$ cat src/rtl/fml_wb_bridge_pkg.sv
// fml_wb_bridge_pkg: shared state encoding and lane constant for the Wishbone-to-FML bridge
package fml_wb_bridge_pkg;
  typedef enum logic [1:0] {IDLE = 2'd0, RD = 2'd1, WR = 2'd2, ACK = 2'd3} state_t;
  localparam logic LANE_HI = 1'b0;
endpackage

$ cat src/rtl/fml_wb_merge.sv
// fml_wb_merge: places a 32-bit write into its 64-bit lane and merges enabled bytes over old data
module fml_wb_merge
  import fml_wb_bridge_pkg::*;
(
  input  logic [63:0] i_old,
  input  logic [31:0] i_new,
  input  logic [3:0]  i_sel,
  input  logic        i_lane,
  output logic [63:0] o_data,
  output logic [7:0]  o_sel
);
  logic [63:0] w_new;
  assign w_new = {i_new, i_new};
  assign o_sel = (i_lane == LANE_HI) ? {i_sel, 4'h0} : {4'h0, i_sel};
  for (genvar b = 0; b < 8; b++) begin : g_byte
    assign o_data[8*b +: 8] = o_sel[b] ? w_new[8*b +: 8] : i_old[8*b +: 8];
  end
endmodule

$ cat src/rtl/fml_wb_bridge.sv
// fml_wb_bridge: 32-bit Wishbone classic to 64-bit FML bridge with a one-entry write-through read buffer
module fml_wb_bridge
  import fml_wb_bridge_pkg::*;
#(
  parameter int adr_width = 30
) (
  input  logic                 sys_clk,
  input  logic                 sys_rst,
  input  logic [31:0]          wb_adr_i,
  input  logic [31:0]          wb_dat_i,
  output logic [31:0]          wb_dat_o,
  input  logic [3:0]           wb_sel_i,
  input  logic                 wb_cyc_i,
  input  logic                 wb_stb_i,
  input  logic                 wb_we_i,
  output logic                 wb_ack_o,
  output logic [adr_width-1:0] fml_adr,
  output logic                 fml_stb,
  output logic                 fml_we,
  output logic [7:0]           fml_sel,
  output logic [63:0]          fml_dw,
  input  logic [63:0]          fml_dr,
  input  logic                 fml_ack,
  input  logic                 inv
);
  state_t               r_state;
  logic                 r_valid;
  logic                 r_abort;
  logic                 r_lane;
  logic [3:0]           r_wsel;
  logic [adr_width-4:0] r_tag;
  logic [63:0]          r_data;
  logic                 w_idle;
  logic                 w_lane;
  logic [31:0]          w_new;
  logic [3:0]           w_sel4;
  logic [63:0]          w_merged;
  logic [7:0]           w_sel8;
  logic                 w_hit;
  logic                 w_whit;
  logic [31:0]          w_buf_half;
  logic [31:0]          w_dr_half;
  state_t               w_done_st;
  logic                 w_unused;
  assign w_unused = ^{wb_adr_i[31:adr_width], wb_adr_i[1:0]};
  // In IDLE the merger builds fml_sel from the live request; afterwards it merges the latched write
  assign w_idle     = (r_state == IDLE);
  assign w_lane     = w_idle ? wb_adr_i[2] : r_lane;
  assign w_new      = w_idle ? wb_dat_i : fml_dw[31:0];
  assign w_sel4     = w_idle ? wb_sel_i : r_wsel;
  assign w_hit      = r_valid && (r_tag == wb_adr_i[adr_width-1:3]);
  assign w_whit     = r_valid && (r_tag == fml_adr[adr_width-1:3]);
  assign w_buf_half = (wb_adr_i[2] == LANE_HI) ? r_data[63:32] : r_data[31:0];
  assign w_dr_half  = (r_lane == LANE_HI) ? fml_dr[63:32] : fml_dr[31:0];
  assign w_done_st  = (r_abort || !wb_cyc_i) ? IDLE : ACK;
  fml_wb_merge u_merge (
    .i_old (r_data),
    .i_new (w_new),
    .i_sel (w_sel4),
    .i_lane(w_lane),
    .o_data(w_merged),
    .o_sel (w_sel8)
  );
  always_ff @(posedge sys_clk or posedge sys_rst) begin
    if (sys_rst) begin
      r_state  <= IDLE;
      r_valid  <= 1'b0;
      r_abort  <= 1'b0;
      r_lane   <= 1'b0;
      r_wsel   <= '0;
      r_tag    <= '0;
      r_data   <= '0;
      wb_dat_o <= '0;
      wb_ack_o <= 1'b0;
      fml_adr  <= '0;
      fml_stb  <= 1'b0;
      fml_we   <= 1'b0;
      fml_sel  <= '0;
      fml_dw   <= '0;
    end else begin
      case (r_state)
        IDLE: begin
          if (wb_cyc_i && wb_stb_i) begin
            if (!wb_we_i && w_hit) begin
              r_state  <= ACK;
              wb_ack_o <= 1'b1;
              wb_dat_o <= w_buf_half;
            end else begin
              r_state <= wb_we_i ? WR : RD;
              r_abort <= 1'b0;
              r_lane  <= wb_adr_i[2];
              r_wsel  <= wb_sel_i;
              fml_stb <= 1'b1;
              fml_we  <= wb_we_i;
              fml_adr <= {wb_adr_i[adr_width-1:3], 3'b000};
              fml_sel <= wb_we_i ? w_sel8 : 8'hFF;
              fml_dw  <= {wb_dat_i, wb_dat_i};
            end
          end
        end
        RD, WR: begin
          if (!wb_cyc_i) r_abort <= 1'b1;
          if (fml_ack) begin
            fml_stb  <= 1'b0;
            r_state  <= w_done_st;
            wb_ack_o <= (w_done_st == ACK);
            if (r_state == RD) begin
              r_data   <= fml_dr;
              r_tag    <= fml_adr[adr_width-1:3];
              r_valid  <= 1'b1;
              wb_dat_o <= w_dr_half;
            end else if (w_whit) begin
              r_data <= w_merged;
            end
          end
        end
        default: begin
          wb_ack_o <= 1'b0;
          r_state  <= IDLE;
        end
      endcase
      // Invalidate overrides any fill or merge in the same cycle
      if (inv) r_valid <= 1'b0;
    end
  end
endmodule

$ cat config.mk
export PLATFORM = sky130hd
export DESIGN_NAME = fml_wb_bridge
export DESIGN_NICKNAME = d
export VERILOG_FILES = /design/src/rtl/fml_wb_bridge_pkg.sv /design/src/rtl/fml_wb_merge.sv /design/src/rtl/fml_wb_bridge.sv
export SDC_FILE = /design/constraint.sdc
export NUM_CORES = 1
export LEC_CHECK = 0
export CAP_MARGIN = 20
export CORE_ASPECT_RATIO = 0.9
export CORE_MARGIN = 10
export CORE_UTILIZATION = 45
export DETAILED_ROUTE_END_ITERATION = 16
export PLACE_DENSITY = 0.81
export SYNTH_ARGS = -nofsm -noshare
export SYNTH_HDL_FRONTEND = slang
export SYNTH_SLANG_ARGS = --single-unit
export TNS_END_PERCENT = 5
$ cat constraint.sdc
create_clock -name sys_clk -period 11.5 [get_ports sys_clk]
set_input_delay 3.45 -clock sys_clk [delete_from_list [all_inputs] [get_ports sys_clk]]
set_output_delay 3.45 -clock sys_clk [all_outputs]
set_load 0.02 [all_outputs]
==> results by group <==
Clock tree
  – Clk_lat worst skew: 0.50 ns
  – Post-CTS setup buffer count: 0
  – Max H-tree Level: 1
  – Resize count post-CTS: 0
  – CTS tree: yes
  – Clk slew on worst S/H paths: roughly 0.06 ns
  – CTS max path bufs: 3
  – Root Driver: clkbuf_16
  – Post-CTS Hold Fix Bufs: 0
  – CTS sink cnt: around 200
  – CTS Buf Count: 23

Flow run
  – Max cap viols: 0

Critical path
  – CP top delay family: simple AND/OR/NAND/NOR gates
  – CP required: 11.88 ns
  – Cells on worst reg2reg path: 7
  – Worst reg2reg startpoint: r_state[0]
  – Slowest stage cell, crit path: buf_4
  – Reg2reg setup slack: 8.06 ns
  – CP Buf/Inv Count: 2
  – Crit Path Max Fanout: 32
  – Critical path endpoint category: flop
  – CP Class: in -> reg
  – R2R Path End: r_data[50]
  – Worst setup SP type: primary input
  – Slowest stage delay, CP: just over 0.5 ns
  – WP data arrival: approximately 6.4 ns
  – Critical path, cell by cell: clkdlybuf4s50_1, xnor2_1, nand4_1, nor4_2, nand3_1, o31ai_4, buf_4, mux2_2

Yosys
  – Post-synth top area share: 46.80%
  – Mapped Cells: 958
  – Top cells by area, synth: dfrtp_1 (47%), mux2_2 (21%), a21oi_1 (4.6%)
  – Ys flop type: dfrtp_1
  – Flops & latches, synth: 202
  – Synth cell types: 36
  – Cell with the most instances after synthesis: dfrtp_1
  – Syn. warnings: 0
  – Mean Syn Cell Area: ~11 um2
  – Fraction of registers with async set/reset: 100.0%
  – Sequential area share after synthesis: 46.80%
  – Synth area leader: dfrtp_1
  – EDFF count, synth: 0
  – Syn Std Cell Area: 0.01080 mm2
  – Post-synth top cells: dfrtp_1 (202), mux2_2 (201), a21oi_1 (99), inv_1 (70), nor2b_1 (65)

Power
  – Net Switching: 1.764 mW
  – Seq pwr share: a little under a third
  – Peak supply drop: between 0.2 and 0.25 mV
  – Comb power frac: between 50% and 60%
  – Leakage power: 6.011 nW
  – Cell area power density: 315.9 mW/mm2
  – Switching Share: 39.23%
  – Clock share of power: 17.2%
  – Internal Power: around 2.7 mW

Global routing
  – Largest net degree at the start of global routing: roughly 140
  – First-pass GRT wire length: 47,700 um
  – Vias in the first global route: slightly above 8,000
  – GRT Util Overall: roughly a fifth
  – Initial antenna violation count: 5
  – Remaining global-route overflow: 0

Placed design
  – Setup Slack @ Placement: 4.986 ns
  – GP Congestion: 0.8198
  – DP HPWL: 21,810 um
  – Port Buffers: 268
  – Placement Cell Area: 0.01343 mm2

Die
  – Initial Util: 46.01%
  – # IOs: 276
  – CORE AREA: 0.02348 mm2
  – Die area: 0.03061 mm2
  – Chip Width: roughly 180 um
  – Die Y-Extent: 167.0 um
  – Core Rows: 53

Outcome
  – Status: finished, final reports clean

STA
  – Setup violators final: 0
  – Setup TNS Final: 0 ns
  – Hold Fails Final Rpt: 0
  – Slew Limit Fails: 0
  – RSZ-0062 raised after global routing: false
  – Clock Skews: 0.008805 ns
  – Post-route clock period utilization: a little over half
  – Fin worst setup slack: 5.435 ns
  – Relative slew slack: 37.79%
  – Final period demand of the worst path: between 6 and 7 ns
  – Tightest Pin Transition: 0.9331 ns
  – Fmax: approximately 160 MHz

Detailed routing
  – Total wire length: 30,910 um
  – Vias per Instance: 5.354
  – Routed Antenna Nets: 0
  – Post-route DRC: 0
  – Wire per inst: 20.70 um
  – Pre-antenna DRT Iters: 5
  – Vias: approximately 8,000
  – Initial drt markers: 563

Min path
  – Worst Hold Launch: r_data[63]
  – Worst hold path endpoint: r_data[63]
  – Worst min-delay path class: reg -> reg
  – Hold depth: 1

Layout
  – Fin util: about three fifths
  – # nets final: 1,315
  – Fraction of layout cells with a size suffix above 1: between 20% and 30%
  – Final instance area: 0.01424 mm2
  – Area Overhead vs Synth: 31.80%
-- stage by stage --
| stage | cells | power, mW | hold WS (ns) |
|---|---|---|---|
| floorplan | 960 | 2.905 | 0.4710 |
| global placement | 1449 | 3.666 | 0.4800 |
| detailed placement | 1449 | 3.736 | 0.4857 |
| CTS | 1490 | 4.530 | 0.4997 |
| global route | 1492 | 4.780 | 0.5042 |
| finish | 1493 | 4.497 | 0.4958 |
-- sequential cells by signal, summed over array words and instances (netlist names), 2 cells and up --
name,cells
fml_adr,27
fml_dw,32
fml_sel,8
r_data,64
r_state,2
r_tag,27
r_wsel,4
wb_dat_o,32
-- layout by cell type (no fill, tap or decap), drive strengths merged, types with 3 or more instances in the layout --
master and n:
a211oi 64, a21oi 99, buf 11, bufinv 3
clkbuf 32, clkdlybuf4s50 267, clkinv 5, conb 3
dfrtp 202, diode 3, ha 4, inv 70
mux2 202, mux2i 33, nand2 19, nand3 4
nand4 14, nor2 10, nor2b 65, nor3 3
nor4 5, o21ai 6, xnor2 43, xor2 11
-- final cells by class --
type	instances	area [um2]
Antenna cell	3	7.507
Clock buffer	32	679.4
Clock inverter	9	122.6
Fill cell	1884	9239
Inverter	70	270.3
Multi-Input combinational cell	597	4970
Sequential cell	202	5056
Tap cell	302	377.9
Timing Repair Buffer	278	2753
-- worst max-delay path by stage --
stage / start / to / slack (ns) / cells after the start
3_3_place_gp: wb_adr_i[7] / wb_dat_o[30] / 5.04 / 8
4_1_cts: wb_adr_i[7] / wb_dat_o[12] / 5.50 / 8
2_1_floorplan: sys_rst / fml_adr[10] / 2.54 / 1
3_5_place_dp: wb_adr_i[7] / wb_dat_o[30] / 4.99 / 8
5_1_grt: wb_adr_i[7] / wb_dat_o[4] / 5.37 / 8
6_report: wb_adr_i[7] / wb_dat_o[12] / 5.44 / 8
-- routing by layer --
metal  track usage, %  share of wire (%)  up-vias
met1            24.35                 43     3970
met2            32.09                 48      230
met3            5.482                7.3       41
met5                0              0.087        -
li1                 -                  -     3749
met4            5.164                2.2        4
-- power groups by stage --
stage | Clock (mW) | Sequential, mW | Combinational, mW
CTS | 0.784 | 1.35 | 2.40
detailed placement | 0 | 1.35 | 2.38
global placement | 0 | 1.33 | 2.34
floorplan | 0 | 1.52 | 1.39
finish | 0.772 | 1.35 | 2.38
global route | 0.817 | 1.40 | 2.56
-- logic make-up after synthesis --
group           count (synthesis)  synth area share (%)
compound gates                177                 10.23
xor+xnor                       54                 4.379
fa+ha+maj                       4                0.4634
buf+inv                       161                 7.402
flops                         202                 46.80
mux                           235                 24.12
other cells                     1               0.03472
simple gates                  124                 6.579
Note: power is estimated with default switching activity, not from simulation.
